File: config.mk
export PLATFORM = sky130hd
export DESIGN_NAME = level_loader
export DESIGN_NICKNAME = d
export VERILOG_FILES = /design/src/rtl/level_pkg.sv /design/src/rtl/level_shadow_regs.sv /design/src/rtl/level_loader.sv
export SDC_FILE = /design/constraint.sdc
export NUM_CORES = 1
export LEC_CHECK = 0
export ABC_AREA = 1
export BUFFER_PORTS_ARGS = -buffer_cell sky130_fd_sc_hd__buf_4
export CAP_MARGIN = 20
export CORE_ASPECT_RATIO = 1.25
export CORE_MARGIN = 2
export CORE_UTILIZATION = 40
export CTS_BUF_LIST = sky130_fd_sc_hd__clkbuf_2 sky130_fd_sc_hd__clkbuf_4 sky130_fd_sc_hd__clkbuf_8
export DETAILED_ROUTE_END_ITERATION = 6
export MAX_ROUTING_LAYER = met4
export PLACE_DENSITY = 0.58
export SLEW_MARGIN = 0
export SYNTH_ARGS = -nofsm -noshare
export SYNTH_HDL_FRONTEND = slang
export SYNTH_SLANG_ARGS = --single-unit
export TNS_END_PERCENT = 30
File: constraint.sdc
create_clock -name Clk -period 2.75 [get_ports Clk]
set_input_delay 0.1375 -clock Clk [delete_from_list [all_inputs] [get_ports Clk]]
set_output_delay 0.1375 -clock Clk [all_outputs]
set_load 0.03 [all_outputs]
File: src/rtl/level_pkg.sv
// Shared constants, ROM word layout, FSM state type and grid coordinate type for level_loader.
package level_pkg;

   localparam int unsigned LEVEL_STRIDE    = 16;
   localparam int unsigned WORDS_PER_LEVEL = 8;
   localparam int unsigned MAX_COINS       = 6;
   localparam logic [4:0]  PARK_POS        = 5'd31;

   // ROM word field positions and word indices within a level record
   localparam int unsigned X_MSB      = 9;
   localparam int unsigned X_LSB      = 5;
   localparam int unsigned Y_MSB      = 4;
   localparam int unsigned Y_LSB      = 0;
   localparam int unsigned CNT_MSB    = 2;
   localparam int unsigned CNT_LSB    = 0;
   localparam int unsigned HDR_IDX    = 0;
   localparam int unsigned PLAYER_IDX = 1;
   localparam int unsigned COIN0_IDX  = 2;

   typedef enum logic [1:0] {
      StIdle   = 2'd0,
      StFetch  = 2'd1,
      StCommit = 2'd2,
      StDone   = 2'd3
   } state_e;

   typedef struct packed {
      logic [4:0] x;
      logic [4:0] y;
   } grid_pos_t;

   function automatic logic [2:0] clamp_count(input logic [2:0] hdr_cnt);
      return (hdr_cnt > 3'(MAX_COINS)) ? 3'(MAX_COINS) : hdr_cnt;
   endfunction

endpackage

File: src/rtl/level_shadow_regs.sv
// Eight-entry capture registers for one level record, plus the committed positions that
// are bulk-loaded from them in a single edge (unused coins parked off-grid).
module level_shadow_regs
   import level_pkg::*;
(
   input  logic                        clk_i,
   input  logic                        rst_ni,
   input  logic                        wr_en_i,
   input  logic [2:0]                  wr_idx_i,
   input  logic [9:0]                  wr_data_i,
   input  logic                        commit_i,
   input  logic [2:0]                  coin_count_i,
   output logic [2:0]                  hdr_cnt_o,
   output grid_pos_t                   player_o,
   output grid_pos_t [MAX_COINS-1:0]   coins_o
);

   logic [9:0]                shadow_q [WORDS_PER_LEVEL];
   grid_pos_t                 player_q;
   grid_pos_t [MAX_COINS-1:0] coins_q;

   always_ff @(posedge clk_i) begin
      if (!rst_ni) begin
         for (int i = 0; i < WORDS_PER_LEVEL; i++) shadow_q[i] <= '0;
         player_q <= '0;
         coins_q  <= '0;
      end else begin
         if (wr_en_i) shadow_q[wr_idx_i] <= wr_data_i;
         if (commit_i) begin
            player_q <= grid_pos_t'(shadow_q[PLAYER_IDX]);
            for (int i = 0; i < MAX_COINS; i++) begin
               coins_q[i] <= (3'(i) < coin_count_i) ? grid_pos_t'(shadow_q[COIN0_IDX + i])
                                                    : '{x: PARK_POS, y: PARK_POS};
            end
         end
      end
   end

   assign hdr_cnt_o = shadow_q[HDR_IDX][CNT_MSB:CNT_LSB];
   assign player_o  = player_q;
   assign coins_o   = coins_q;

endmodule

File: src/rtl/level_loader.sv
// Fetches one level record from a synchronous ROM and commits player/coin start positions.
// Optional macro LEVEL_CHECKSUM_EN adds an XOR checksum word that gates the commit.
module level_loader
   import level_pkg::*;
#(
   parameter int unsigned NUM_LEVELS = 8,
   parameter int unsigned ROM_AW     = 7,
   parameter int unsigned LVL_W      = 3
) (
   input  logic              Clk,
   input  logic              RESET,
   input  logic              load_req,
   input  logic [LVL_W-1:0]  level_num,
   output logic [ROM_AW-1:0] rom_addr,
   input  logic [9:0]        rom_data,
   output logic              busy,
   output logic              initialize_level,
   output logic              load_err,
   output logic [2:0]        coin_count,
   output logic [4:0]        Player_start_X,
   output logic [4:0]        Player_start_y,
   output logic [4:0]        Coin0_startx,
   output logic [4:0]        Coin0_starty,
   output logic [4:0]        Coin1_startx,
   output logic [4:0]        Coin1_starty,
   output logic [4:0]        Coin2_startx,
   output logic [4:0]        Coin2_starty,
   output logic [4:0]        Coin3_startx,
   output logic [4:0]        Coin3_starty,
   output logic [4:0]        Coin4_startx,
   output logic [4:0]        Coin4_starty,
   output logic [4:0]        Coin5_startx,
   output logic [4:0]        Coin5_starty
);

`ifdef LEVEL_CHECKSUM_EN
   localparam logic [3:0] LastWord = 4'd8;
`else
   localparam logic [3:0] LastWord = 4'd7;
`endif

   state_e            state_q, state_d;
   logic [3:0]        fcnt_q, fcnt_d;
   logic [ROM_AW-1:0] addr_q, addr_d;
   logic              busy_q, busy_d;
   logic              init_q, init_d;
   logic              err_q, err_d;
   logic [2:0]        count_q, count_d;
   logic              wr_en, commit;
   logic [2:0]        wr_idx, hdr_cnt;
   logic [ROM_AW-1:0] base;
   grid_pos_t                 player;
   grid_pos_t [MAX_COINS-1:0] coins;
`ifdef LEVEL_CHECKSUM_EN
   logic [9:0]        xor_q, xor_d, sum_q, sum_d;
`endif

   assign base   = ROM_AW'(32'(level_num) * LEVEL_STRIDE);
   assign wr_idx = 3'(fcnt_q - 4'd1);

   always_comb begin
      state_d = state_q;
      fcnt_d  = fcnt_q;
      addr_d  = addr_q;
      busy_d  = busy_q;
      init_d  = 1'b0;
      err_d   = err_q;
      count_d = count_q;
      wr_en   = 1'b0;
      commit  = 1'b0;
`ifdef LEVEL_CHECKSUM_EN
      xor_d   = xor_q;
      sum_d   = sum_q;
`endif
      unique case (state_q)
         StIdle: begin
            if (load_req) begin
               if (32'(level_num) < NUM_LEVELS) begin
                  addr_d  = base;
                  busy_d  = 1'b1;
                  err_d   = 1'b0;
                  fcnt_d  = '0;
                  state_d = StFetch;
`ifdef LEVEL_CHECKSUM_EN
                  xor_d   = '0;
`endif
               end else begin
                  err_d = 1'b1;
               end
            end
         end
         StFetch: begin
            // fcnt_q counts edges since the base address; data for word n lands at fcnt_q=n+1
            fcnt_d = fcnt_q + 4'd1;
            if (fcnt_q < LastWord) addr_d = addr_q + 1'b1;
            if (fcnt_q != 4'd0 && fcnt_q <= 4'(WORDS_PER_LEVEL)) begin
               wr_en = 1'b1;
`ifdef LEVEL_CHECKSUM_EN
               xor_d = xor_q ^ rom_data;
`endif
            end
`ifdef LEVEL_CHECKSUM_EN
            if (fcnt_q == 4'(WORDS_PER_LEVEL + 1)) sum_d = rom_data;
`endif
            if (fcnt_q == LastWord + 4'd1) state_d = StCommit;
         end
         StCommit: begin
            commit  = 1'b1;
            count_d = clamp_count(hdr_cnt);
            if (hdr_cnt > 3'(MAX_COINS)) err_d = 1'b1;
            init_d  = 1'b1;
            state_d = StDone;
`ifdef LEVEL_CHECKSUM_EN
            if (xor_q != sum_q) begin
               commit  = 1'b0;
               count_d = count_q;
               err_d   = 1'b1;
               init_d  = 1'b0;
               busy_d  = 1'b0;
               state_d = StIdle;
            end
`endif
         end
         StDone: begin
            busy_d  = 1'b0;
            state_d = StIdle;
         end
         default: state_d = StIdle;
      endcase
   end

   always_ff @(posedge Clk) begin
      if (!RESET) begin
         state_q <= StIdle;
         fcnt_q  <= '0;
         addr_q  <= '0;
         busy_q  <= 1'b0;
         init_q  <= 1'b0;
         err_q   <= 1'b0;
         count_q <= '0;
`ifdef LEVEL_CHECKSUM_EN
         xor_q   <= '0;
         sum_q   <= '0;
`endif
      end else begin
         state_q <= state_d;
         fcnt_q  <= fcnt_d;
         addr_q  <= addr_d;
         busy_q  <= busy_d;
         init_q  <= init_d;
         err_q   <= err_d;
         count_q <= count_d;
`ifdef LEVEL_CHECKSUM_EN
         xor_q   <= xor_d;
         sum_q   <= sum_d;
`endif
      end
   end

   level_shadow_regs u_shadow (
      .clk_i        (Clk),
      .rst_ni       (RESET),
      .wr_en_i      (wr_en),
      .wr_idx_i     (wr_idx),
      .wr_data_i    (rom_data),
      .commit_i     (commit),
      .coin_count_i (clamp_count(hdr_cnt)),
      .hdr_cnt_o    (hdr_cnt),
      .player_o     (player),
      .coins_o      (coins)
   );

   assign rom_addr         = addr_q;
   assign busy             = busy_q;
   assign initialize_level = init_q;
   assign load_err         = err_q;
   assign coin_count       = count_q;
   assign Player_start_X   = player.x;
   assign Player_start_y   = player.y;
   assign Coin0_startx     = coins[0].x;
   assign Coin0_starty     = coins[0].y;
   assign Coin1_startx     = coins[1].x;
   assign Coin1_starty     = coins[1].y;
   assign Coin2_startx     = coins[2].x;
   assign Coin2_starty     = coins[2].y;
   assign Coin3_startx     = coins[3].x;
   assign Coin3_starty     = coins[3].y;
   assign Coin4_startx     = coins[4].x;
   assign Coin4_starty     = coins[4].y;
   assign Coin5_startx     = coins[5].x;
   assign Coin5_starty     = coins[5].y;

endmodule

==> results.py, run 1 <==
metrics = {
    "logic_synthesis": {
        "seq_area_frac_synth_pct": 64.25,
        "synth_top_area_share_pct": 35.44,
        "synth_seq_cells": 162,
        "synth_top_family_by_area": "simple AND/OR/NAND/NOR gates",
        "ys_types": 26,
        "synth.cell_area_um2": 6185,
        "synth_compound_area_share_pct": 13.19,
        "synth_fa_ha_area_share_pct": 1.416,
        "synth_xor_area_share_pct": 0,
        "synth_top_cell_by_area": "edfxtp_1",
        "postSynthCellCount": 627,
        "yosys.area_share.simple_pct": 15.40,
        "ys_warn_count": 0,
        "syn_avg_cell_area_um2": 9.864,
        "synth_mux_area_share_pct": 0,
        "synthTopCellsByArea": "edfxtp_1 (35%), dfxtp_1 (29%), nor2_1 (8.7%), o21ai_0 (5.7%), a21oi_1 (5.2%)",
        "synthesis.nets": 650,
    },
    "hold_path": {
        "min_path_type": "primary input to flop",
    },
    "die": {
        "core-area_um2": 15080,
        "rows": 50,
        "die_w_um": 115.2,
        "die_y_um": 143.0,
        "die_area_um2": 16480,
        "io_pins": 99,
        "start_util_pct": 41.02,
    },
    "layout": {
        "design_area_um2": 7441,
        "antennaDiodeCount": 0,
        "drive_gt1_share_pct": 22.47,
        "layout.nets": 740,
        "n_fill_cell": 1423,
        "areaGrowthSynthToFinish_pct": 20.31,
        "final_cell_mix": "nor2_1 (143), buf_4 (103), dfxtp_1 (89)",
        "final_common_cell": "nor2_1",
    },
    "grt": {
        "grt_antenna_before_repair": 0,
        "grt_pass1_vias": 4644,
        "grt-ovfl-total": 0,
        "grt_pass1_wl_um": 23600,
        "grt_usage_pct": 19.37,
        "grt_start_max_net_pins": 74,
    },
    "worst_setup_path": {
        "critPathSlowestCell": "dfxtp_1",
        "rrSetupSlack_ns": 0.53,
        "path_class": "flop to flop",
        "critPathMaxStageDelay_ns": 0.42,
        "crit_required_ns": 2.86,
        "cp_cell_sequence": "inv_1, ha_1, nand2_2, nand2_1, nand2_1, nand3_2, nor2_4, nand2_2, nand2_1",
        "worst_setup_path_end_kind": "flop",
        "cp_common_cell": "nand2_1",
        "start_kind": "flop",
        "crit_fanout": 11,
        "path_buf_inv": 1,
        "crit_family": "simple AND/OR/NAND/NOR gates",
        "critPathArrivalTime_ns": 2.32,
    },
    "sta": {
        "maxSlewHeadroom_pct": 49.46,
        "setup_violations": 0,
        "worstMarginPinSlew_ns": 0.7530,
        "period_share_pct": 80.57,
        "finalWorstPathRequiredPeriod_ns": 2.216,
        "hold_viol": 0,
        "clock.fmax_mhz": 451.3,
        "tns_ns": 0,
        "rsz0062_at_grt": "no",
        "drv_slew": 0,
        "fin_skew_ns": 0.01710,
    },
    "clock_tree": {
        "clock_tree.root_cell": "clkbuf_8",
        "cts_tree": "done",
        "numClockSinks": 162,
        "post_cts_buffers": 0,
        "htreeDepth": 4,
        "clk_pin_slew_ns": 0.09,
        "postCtsHoldBufs": 0,
        "cts_buffers": 17,
        "clk_path_buf_depth": 2,
        "clk_latency_ns": 0.45,
        "cts_resized": 0,
    },
    "routing": {
        "vias": 4633,
        "drt_iter0_markers": 302,
        "drc": 0,
        "vias_per_cell": 4.939,
        "avgRoutedWirePerCell_um": 15.76,
        "drt-pass1-iter-count": 5,
        "wl_um": 14780,
        "drt.antenna.violating_nets": 0,
    },
    "placement": {
        "dp.final_hpwl_um": 10120,
        "port_buffers": 98,
        "gp_congestion": 0.9002,
        "placed_area_um2": 7042,
    },
    "power": {
        "vdd_drop_max_mv": 0.4218,
        "clockPowerShare_pct": 23.6,
        "power_frac_seq_pct": 43.1,
        "switching_share_pct": 37.02,
        "combPwrFrac_pct": 33.3,
        "p_per_area_nw_per_um2": 992.0,
        "p_switching_mw": 2.732,
        "leakage_nw": 3.227,
        "total_power_mw": 7.381,
        "intPower_mw": 4.649,
    },
    "outcome": {
        "status": "completed",
    },
    "flow_run": {
        "max-cap-violations": 0,
    },
}
==> path summary, 6_finish.rpt <==
| kind | from | to | cells past startpoint |
|---|---|---|---|
| worst max register to register | fcnt_q[0]$_SDFFE_PN0P_ | u_shadow.shadow_q[2][2]$_SDFFCE_PN0P_ | 9 |
| worst min register to register | u_shadow.shadow_q[1][2]$_SDFFCE_PN0P_ | u_shadow.player_o[2]$_SDFFE_PN0P_ | 2 |
| worst min-delay path | level_num[0] | rom_addr[4]$_SDFFE_PN0P_ | 5 |
| worst max-delay path | fcnt_q[0]$_SDFFE_PN0P_ | u_shadow.shadow_q[2][2]$_SDFFCE_PN0P_ | 9 |
==> power by group through the flow <==
stage          clock network [mW]  registers [mW]  logic [mW]
4_1_cts                      1.78            3.19        2.48
5_1_grt                      1.87            3.23        2.69
3_5_place_dp                    0            3.24        2.47
2_1_floorplan                   0            3.89       0.930
6_report                     1.74            3.18        2.46
3_3_place_gp                    0            3.23        2.44
==> cell usage after synthesis, drive strengths merged <==
| library cell | number |
|---|---|
| o32ai | 1 |
| dfxtp | 89 |
| buf | 14 |
| nand3 | 17 |
| nor2 | 149 |
| o221a | 9 |
| o21bai | 2 |
| a31oi | 1 |
| nand2 | 61 |
| inv | 47 |
| ha | 7 |
| o221ai | 1 |
| nor3 | 2 |
| a21oi | 64 |
| clkbuf | 18 |
| o21ai | 71 |
| or2 | 1 |
| edfxtp | 73 |
==> metal layers <==
| layer | track usage, % | up-vias | part of all wire [%] |
|---|---|---|---|
| met4 | 5.136 | 0 | 0.97 |
| met5 | - | - | 0 |
| met1 | 23.97 | 2202 | 44 |
| met3 | 4.542 | 12 | 4.5 |
| met2 | 31.95 | 142 | 50 |
| li1 | - | 2277 | - |
==> cell type report <==
class | count | area, um^2 | area share (%)
Clock buffer | 23 | 291.5 | 3.918
Clock inverter | 9 | 107.6 | 1.446
Inverter | 47 | 176.4 | 2.371
Multi-Input combinational cell | 386 | 1858 | 24.97
Sequential cell | 162 | 3974 | 53.41
Tap cell | 208 | 260.3 | 3.498
Timing Repair Buffer | 103 | 773.2 | 10.39
==> logic make-up after synthesis <==
family | after synthesis
and+or+nand+nor | 230
DFF | 162
AOI/OAI and AO/OA | 149
buffers and inverters | 79
adders and majority gates | 7
==> stage by stage <==
stage          std cells  setup slack [ns]  util, %  hold WS (ns)
3_5_place_dp         906            0.5407    46.71        0.4499
4_1_cts              938            0.5093    49.35       0.03598
3_3_place_gp         906            0.6299    46.71        0.4428
2_1_floorplan        627            0.7650        -        0.3734
5_1_grt              938            0.3719    49.35       0.06668
6_report             938            0.5343    49.35       0.05403
==> state kept, by name (all words and copies together), names as in the netlist <==
name and flops:
busy 1, coin_count 3, fcnt_q 4, initialize_level 1
load_err 1, rom_addr 7, state_q 2, u_shadow.coins_o 60
u_shadow.player_o 10, u_shadow.shadow_q 73
==> worst register-to-register path, delay by kind of cell (launching register included) <==
kind / cells / cell delay (ns)
adders and majority gates: 1 / 0.26
buffers and inverters: 1 / 0.14
DFF: 1 / 0.42
and+or+nand+nor: 7 / 1.05
Note: power is estimated with default switching activity, not from simulation.
==> inputs of run 2 (changes only) <==
- clock period: 2.75 -> 2.3 ns (I/O delays scaled with it)
==> run 2 against run 1 <==
Routed wire length rose by 0.76%. Register-to-register slack got worse by 0.34 ns. Maximum frequency rose by 5.3%. Core utilization rose by 0.65 points. Flip-flop and latch count did not move. Clock skew fell by 0.0079 ns. Critical path depth did not move.
==> results.py, run 2 (synthesis gave the netlist of run 1 again) <==
metrics = {
    "outcome": {
        "status": "completed",
    },
    "sta": {
        "fin_skew_ns": 0.009180,
        "drv_slew": 0,
        "finalWorstPathRequiredPeriod_ns": 2.105,
        "maxSlewHeadroom_pct": 45.14,
        "tns_ns": 0,
        "worstMarginPinSlew_ns": 0.8175,
        "hold_viol": 0,
        "period_share_pct": 91.51,
        "clock.fmax_mhz": 475.1,
        "rsz0062_at_grt": "no",
        "setup_violations": 0,
    },
    "worst_setup_path": {
        "path_class": "flop to flop",
        "crit_required_ns": 2.42,
        "rrSetupSlack_ns": 0.20,
        "crit_fanout": 10,
        "start_kind": "flop",
        "worst_setup_path_end_kind": "flop",
        "critPathArrivalTime_ns": 2.23,
    },
    "routing": {
        "drt.antenna.violating_nets": 0,
        "vias_per_cell": 4.976,
        "drc": 0,
        "avgRoutedWirePerCell_um": 15.71,
        "drt_iter0_markers": 329,
        "wl_um": 14890,
        "vias": 4717,
        "drt-pass1-iter-count": 5,
    },
    "layout": {
        "layoutNonFillerInstCount": 948,
        "design_area_um2": 7538,
        "seqCellArea_um2": 3974,
        "final_common_cell": "nor2_1",
        "drive_gt1_share_pct": 23.51,
        "multi_input_area_um2": 1873,
        "layout.nets": 750,
        "n_fill_cell": 1404,
        "largest_register_ff_count": 73,
        "final_cell_mix": "nor2_1 (143), buf_4 (111), dfxtp_1 (89)",
        "antennaDiodeCount": 0,
        "top_register": "u_shadow.shadow_q",
        "areaGrowthSynthToFinish_pct": 21.89,
    },
    "grt": {
        "grt_use_met2_pct": 31.73,
        "grt_usage_pct": 19.50,
        "grt_use_met1_pct": 24.20,
        "grt_pass1_wl_um": 23710,
        "grt_pass1_vias": 4615,
        "grt-ovfl-total": 0,
        "top_usage_layer": "met2",
        "grt_start_max_net_pins": 60,
        "met3_usage_pct": 4.414,
        "grt_antenna_before_repair": 0,
    },
    "die": {
        "die_area_um2": 16480,
        "die_w_um": 115.2,
        "start_util_pct": 41.02,
        "die_y_um": 143.0,
        "io_pins": 99,
        "rows": 50,
        "core-area_um2": 15080,
    },
    "clock_tree": {
        "clock_tree.root_cell": "clkbuf_8",
        "htreeDepth": 4,
        "numClockSinks": 162,
        "clk_pin_slew_ns": 0.08,
        "clk_latency_ns": 0.46,
        "clk_path_buf_depth": 2,
        "cts_tree": "done",
        "cts_buffers": 17,
    },
    "placement": {
        "dp.final_hpwl_um": 10210,
        "gp_congestion": 0.8654,
        "dp_cells": 914,
        "placed_area_um2": 7102,
        "port_buffers": 98,
    },
    "power": {
        "vdd_drop_max_mv": 0.5220,
        "leakage_nw": 3.269,
        "p_per_area_nw_per_um2": 1177,
    },
    "flow_run": {
        "max-cap-violations": 0,
    },
    "hold_path": {
        "min_path_type": "primary input to flop",
    },
}
run 2: final cells by class:
class	instances	share of cell area, %
clock buffers	25	4.232
clock inverters	7	1.095
repair buffers	113	11.32
multi-input cells	386	24.85
well taps	208	3.452
flip-flops and latches	162	52.71
inverters	47	2.340
run 2: worst paths after layout:
path                                                         endpoint  depth (start not counted)                             startpoint
worst max-delay path            u_shadow.shadow_q[4][7]$_SDFFCE_PN0P_                          9                 fcnt_q[0]$_SDFFE_PN0P_
worst min-delay path                         rom_addr[6]$_SDFFE_PN0P_                          5                           level_num[2]
worst max register to register  u_shadow.shadow_q[4][7]$_SDFFCE_PN0P_                          9                 fcnt_q[0]$_SDFFE_PN0P_
worst min register to register      u_shadow.player_o[2]$_SDFFE_PN0P_                          2  u_shadow.shadow_q[1][2]$_SDFFCE_PN0P_
run 2: through the flow:
step	hold WS (ns)	worst slack [ns]	power, mW	utilization [%]
after floorplan	0.3509	0.3150	5.758	-
after global placement	0.4456	0.2858	6.804	47.10
after detailed placement	0.4438	0.1376	6.855	47.10
after CTS	0.002469	0.1437	8.944	49.90
after global routing	0.04302	0.01990	9.348	50.00
final	0.02764	0.1952	8.869	50.00
run 2: power breakdown:
| part | switching [mW] | internal [mW] | total [mW] |
|---|---|---|---|
| combinational | 1.98 | 0.999 | 2.98 |
| clock | 0.970 | 1.11 | 2.08 |
| sequential | 0.292 | 3.51 | 3.81 |
run 2: critical path: stages, from the launching register on:
cell	delay, ns
dfxtp_1	0.44
inv_1	0.16
ha_1	0.28
nand2_2	0.10
nand2_1	0.05
nand2_1	0.07
nand3_2	0.12
nor2_4	0.18
nand2_2	0.07
nand2_1	0.30
run 2: what timing repair did:
action	in CTS	in global routing
gates resized for setup	0	6
buffers inserted	0	0
endpoints found under the setup margin	0	47
hold buffers	2	0
endpoints found under the hold margin	2	0
run 2: layer usage:
metal  up-vias  part of all wire (%)
met5         -                     0
met4         0                   1.4
met3        22                   5.8
met2       146                    51
met1      2258                    42
li1       2291                     -
